**src/rtl/bin_to_bcd_seq.sv**
```systemverilog
// Sequential binary-to-BCD converter (shift-and-add-3), one bit per cycle,
// with leading-zero blanking and overflow blanking for seven-segment decoders.
module bin_to_bcd_seq #(
   parameter int unsigned BIN_W  = 14,
   parameter int unsigned DIGITS = 4
) (
   input  logic                  clk,
   input  logic                  rst,
   input  logic                  start,
   input  logic [BIN_W-1:0]      bin,
   input  logic                  blank_lz,
   output logic                  busy,
   output logic                  done,
   output logic [4*DIGITS-1:0]   bcd,
   output logic                  overflow
);

   localparam int unsigned SW = 4*DIGITS + 4;
   localparam int unsigned CW = $clog2(BIN_W + 1);

   function automatic logic [63:0] pow10(input int unsigned n);
      logic [63:0] p;
      p = 64'd1;
      for (int unsigned i = 0; i < n; i++) p = p * 64'd10;
      return p;
   endfunction

   localparam logic [63:0] LIMIT = pow10(DIGITS);

   typedef enum logic {IDLE, SHIFT} state_t;

   state_t              state, state_n;
   logic [SW-1:0]       scratch, scratch_n;
   logic [BIN_W-1:0]    shreg, shreg_n;
   logic [CW-1:0]       cnt, cnt_n;
   logic                blank, blank_n;
   logic                ovf, ovf_n;
   logic                done_n;
   logic [4*DIGITS-1:0] bcd_n;
   logic                overflow_n;

   logic [SW-1:0]       adj;
   logic [SW-1:0]       nxt;
   logic [4*DIGITS-1:0] fmt;
   logic                lead;

   assign busy = (state == SHIFT);

   always_comb begin
      adj = '0;
      for (int unsigned i = 0; i < DIGITS + 1; i++) begin
         adj[4*i +: 4] = (scratch[4*i +: 4] >= 4'd5) ? scratch[4*i +: 4] + 4'd3
                                                      : scratch[4*i +: 4];
      end
      // top bit of the spare nibble falls off; it only matters when ovf blanks the result
      nxt = SW'({adj, shreg[BIN_W-1]});

      fmt  = '1;
      lead = blank;
      for (int unsigned j = 0; j + 1 < DIGITS; j++) begin
         if (lead && (nxt[4*(DIGITS-1-j) +: 4] == 4'd0)) begin
            fmt[4*(DIGITS-1-j) +: 4] = 4'hF;
         end else begin
            lead = 1'b0;
            fmt[4*(DIGITS-1-j) +: 4] = nxt[4*(DIGITS-1-j) +: 4];
         end
      end
      fmt[3:0] = nxt[3:0];
      if (ovf) fmt = '1;
   end

   always_comb begin
      state_n    = state;
      scratch_n  = scratch;
      shreg_n    = shreg;
      cnt_n      = cnt;
      blank_n    = blank;
      ovf_n      = ovf;
      done_n     = 1'b0;
      bcd_n      = bcd;
      overflow_n = overflow;
      case (state)
         IDLE: begin
            if (start) begin
               state_n   = SHIFT;
               shreg_n   = bin;
               blank_n   = blank_lz;
               ovf_n     = (64'(bin) >= LIMIT);
               scratch_n = '0;
               cnt_n     = CW'(BIN_W);
            end
         end
         SHIFT: begin
            scratch_n = nxt;
            shreg_n   = shreg << 1;
            cnt_n     = cnt - CW'(1);
            if (cnt == CW'(1)) begin
               state_n    = IDLE;
               done_n     = 1'b1;
               bcd_n      = fmt;
               overflow_n = ovf;
            end
         end
         default: state_n = IDLE;
      endcase
   end

   always_ff @(posedge clk) begin
      if (rst) begin
         state    <= IDLE;
         scratch  <= '0;
         shreg    <= '0;
         cnt      <= '0;
         blank    <= 1'b0;
         ovf      <= 1'b0;
         done     <= 1'b0;
         bcd      <= '1;
         overflow <= 1'b0;
      end else begin
         state    <= state_n;
         scratch  <= scratch_n;
         shreg    <= shreg_n;
         cnt      <= cnt_n;
         blank    <= blank_n;
         ovf      <= ovf_n;
         done     <= done_n;
         bcd      <= bcd_n;
         overflow <= overflow_n;
      end
   end

endmodule

```
**config.mk**
```make
export PLATFORM = sky130hd
export DESIGN_NAME = bin_to_bcd_seq
export DESIGN_NICKNAME = d
export VERILOG_FILES = /design/src/rtl/bin_to_bcd_seq.sv
export SDC_FILE = /design/constraint.sdc
export NUM_CORES = 1
export LEC_CHECK = 0
export BUFFER_PORTS_ARGS = -buffer_cell sky130_fd_sc_hd__buf_4
export CORE_MARGIN = 8
export CORE_UTILIZATION = 45
export CTS_CLUSTER_DIAMETER = 50
export DETAILED_ROUTE_END_ITERATION = 6
export HOLD_SLACK_MARGIN = 0.06
export PLACE_DENSITY = 0.66
export SYNTH_ARGS = -nofsm -noshare
export SYNTH_HDL_FRONTEND = slang
export SYNTH_SLANG_ARGS = --single-unit
```
**constraint.sdc**
```tcl
create_clock -name clk -period 5.2 [get_ports clk]
set_input_delay 0 -clock clk [delete_from_list [all_inputs] [get_ports clk]]
set_output_delay 0 -clock clk [all_outputs]
set_load 0.01 [all_outputs]
```
-- Word level (Yosys, flattened, before mapping)
Cells that the tools add are included.
- bits in registers: 59
- input port bits: 18
- output and inout bits: 19
- word-level logic and storage cells: 54
- add/subtract/negate cells: 6
- order comparisons: 6
- eq/ne operators: 2
- multiplexer cells: 21
- bitwise gates (word level): 1
- reduce and logical (&&, ||, !) cells: 9
- operators with widths (cell ; number):
    $pmux 20 s2 ; 1
    $mux 4 ; 8
    $pmux 14 s2 ; 1
    $ge 4x3->1 const B ; 5
    $mux 20 ; 1
    $add 4x2->4 const B ; 4
    $mux 16 ; 1
    $ge 14x14->1 const B ; 1
    $mux 14 ; 1
    $logic_not 4->1 ; 3
    $pmux 4 s2 ; 1
    $mux 1 ; 5
    $eq 4x1->1 const B ; 1
    $reduce_and 2->1 ; 2
    $sub 4x1->4 const B ; 1
    $add 3x2->3 const B ; 1
    $logic_and 1x1->1 ; 3
    $mux 3 ; 1
    $ne 2x2->1 const B ; 1
    $pmux 1 s2 ; 1
    $reduce_or 2->1 ; 1
    $not 1->1 ; 1

-- Longest topological paths before layout
- depth in word-level cells: 10
- gate-level depth with buffers: 8
- depth with buffers taken out: 7

-- Worst setup path after synthesis
Ideal clock, no wire load.
- path type: reg2reg
- start point: reg cnt[0]
- end point: reg bcd[7]
- setup time: 0.072 ns
- data arrival time: 1.685 ns
- setup slack: 3.443 ns
- stages on the path, launching flop included: 8
- buffers on the path: 1
- period minus slack after synthesis: 1.757 ns
- cells stage by stage: dfxtp_1 ha_1 and4bb_2 or2_1 buf_4 nor2_1 or4_1 o21ai_1
- cells in the longest elaborated chain, start to end: 2
- RTL lines (item ; RTL line ; RTL):
    start, declared ; 35 ; logic [CW-1:0] cnt, cnt_n;
    start signal, assigned ; 123 ; cnt <= cnt_n;
    $eq 4x1->1 ; 97 ; if (cnt == CW'(1)) begin
    $reduce_and 2->1 (no source line) ; - ;
    end signal, assigned ; 127 ; bcd <= bcd_n;
    end, declared ; 14 ; output logic [4*DIGITS-1:0] bcd,
Every way passes these cells.
A chain may end at the register's enable or synchronous reset.

-- Worst setup path after layout
- start point: reg state (netlist: busy)
- end point: reg bcd[12]
- cells in the longest elaborated chain, start to end: 1
- RTL lines (item ; RTL line ; RTL):
    start, declared ; 32 ; state_t state, state_n;
    start signal, assigned ; 120 ; state <= state_n;
    $reduce_and 2->1 (no source line) ; - ;
Every way passes these cells.

==> qor.txt <==
Via count = 2284
Total GRT Usage = 13.70%
Pint = 566.1 uW
Antenna Nets Post-Route = 0
Combinational share of power = 11.4%
Status = completed
Startpoint Class = register
Crit path capture type = register
Final Critical Period = 2.283 ns
CTS Sinks = 55
DR pass1 iterations = 4
Flops & latches, synth = 55
Rel. slew slack = 57.74%
Filler cells = 576
Worst path most repeated cell = a21oi_1
Syn_nets = 359
Initial Util = 45.89%
Total CTS buffers = 5
Hold violation total from the final report = 0
Switching Fraction = 25.24%
Unrepaired setup endpoints after global routing = false
Final Net Count = 390
Final setup TNS = 0 ns
Worst min-delay path class = in2reg
DR iter-0 viols = 112
I/O pin count = 37
Req. time, crit path = 5.39 ns
FF-to-FF setup slack = 2.92 ns
Ant. Diodes = 0
Final worst path period share = 43.91%
Reg2Reg Depth = 5
CP max stage cell = or3_1
CTS resizes = 0
Final wirelength = 5.720 mm
Seq/Total Area, Yosys = 41.01%
H-Tree Depth = 2
Maximum clock path buffer count = 2
Warnings from Yosys = 0
I/O Buffers = 36
Ys async rst share = 0%
Levels on crit path = 5
Root Buffer = clkbuf_8
Initial antenna violation count = 0
Most frequent cells in the layout = nor2_1, dfxtp_1, a21oi_1
Register Area = 1102 sq um
Post-DP Area = 2982 sq um
Routed vias/inst = 5.215
Die area = 8695 sq um
CP Class = reg2reg
Hold path depth = 5
Maxcap violations = 0
Drt drc = 0
Most common cell after layout, fill and taps aside = nor2_1
Die W = 93.25 microns
Critical path cell sequence = buf_4, nand3_1, or3_1, a21oi_1, a21oi_1
CTS tree = done
Core ar. = 5851 sq um
Syn Inst Count = 331
Worst slew pin tran = 0.6339 ns
Worst skew pair latency = 0.30 ns
Syn Area/Cell = 8.112 sq um
Syn Std Cell Area = 2685 sq um
Static leakage = 0.001323 uW
Final setup fails = 0
Worst vdd ir = 0.0001134 V
Multi-input combinational cell area = 1463 sq um
Post-synth EDFFs = 0
Area delta synth->final = 16.40%
Vias in the first global route = 2197
FP Rows = 28
Ys flop type = dfxtp_1
Routability Congestion = 0.7838
GRT overflow = 0
Total power = 757.2 uW
Critical path arrival = 2.47 ns
First-pass GRT wire length = 9.991 mm
Library cells used by synthesis = 38
Flop pwr share = 58.8%
Clock Skews = 0.006323 ns
Net Sw Power = 191.1 uW
Detailed-route wire length per cell = 13.06 microns
PD cells = 242.3 nW/um^2
Layout cells sized above 1 = 14.60%
Post-DP HPWL = 3.967 mm
Worst Path Max Fanout = 69
Cts hold-fix bufs = 6
Worst-path clk slew = 0.10 ns
CP delay by family, top = simple AND/OR/NAND/NOR gates
Post-route design area = 3126 sq um
Die height = 93.25 microns
# Post-CTS Setup Buffers = 0
Largest net degree at the start of global routing = 70
Buf/Inv on CP = 1
Fin. max-slew vios = 0
Max Freq = 0.4380 GHz
Clk network pwr share = 29.9%
CP peak stage delay = 0.55 ns
synthesized netlist by cell type, drive strengths merged, types with 3 or more instances:
cell | count | area share [%]
nor3b | 9 | 2.5
dfxtp | 55 | 41
o22ai | 6 | 1.4
clkbuf | 17 | 2.4
o21ai | 12 | 2.2
a21oi | 42 | 7.8
xnor2 | 4 | 1.3
nor2 | 69 | 9.6
nand3 | 3 | 0.56
nand2 | 16 | 2.2
mux2 | 5 | 2.1
nor3 | 10 | 1.9
nand2b | 9 | 2.1
mux2i | 21 | 7.8
a211oi | 4 | 1.1
ha | 10 | 4.7
a21o | 4 | 1.1
inv | 12 | 1.7
power by group through the flow:
stage,clock (uW),combinational [uW],sequential (uW)
6_report,226,86.0,445
5_1_grt,249,96.7,447
4_1_cts,236,86.7,445
3_5_place_dp,0,82.8,455
3_3_place_gp,0,81.8,454
2_1_floorplan,0,56.9,454
through the flow:
stage          instances  worst slack, ns  hold slack (ns)  utilization, %
2_1_floorplan        331            3.443           0.1360               -
6_report             438            2.917          0.06609           53.42
4_1_cts              438            2.946          0.06029           53.42
5_1_grt              438            2.742          0.09436           53.42
3_5_place_dp         424            2.957           0.2690           50.96
3_3_place_gp         424            3.047           0.2636           50.96
sequential cells by signal, indices dropped and copies added (netlist names):
name,count
overflow,1
cnt,4
shreg,14
ovf,1
scratch,16
busy,1
bcd,16
blank,1
done,1
path summary, 6_finish.rpt:
| check | end | from |
|---|---|---|
| max | bcd[12] | busy |
| min | shreg[5] | bin[5] |
| min reg2reg | overflow | overflow |
| max reg2reg | bcd[12] | busy |
area by class of cell:
class                           instances  share of cell area [%]
Multi-Input combinational cell        245                   46.80
Tap cell                               75                   3.002
Clock inverter                          3                  0.4804
Sequential cell                        55                   35.27
Clock buffer                            5                   2.202
Timing Repair Buffer                   43                   10.81
Inverter                               12                   1.441
worst min-delay path, delay by kind of cell:
kind            cells  cell delay, ns
mux                 1            0.06
compound gates      1            0.04
buf+inv             1            0.09
simple gates        2            0.15
kinds of logic after synthesis:
logic type,Yosys count,synth area share [%]
AOI/OAI and AO/OA,76,15.98
xor gates and xnor gates,4,1.305
adders and majority gates,10,4.660
buffers and inverters,31,4.520
DFF,55,41.01
muxes,26,9.925
and+or+nand+nor,129,22.60
layer usage:
| layer | track usage, % | up-vias | part of all wire, % |
|---|---|---|---|
| met4 | 4.295 | 0 | 1.2 |
| li1 | - | 1203 | - |
| met5 | 0 | - | 0 |
| met3 | 4.087 | 8 | 5.0 |
| met2 | 23.44 | 34 | 46 |
| met1 | 15.95 | 1039 | 48 |
Power figures use the tool's default switching activity.
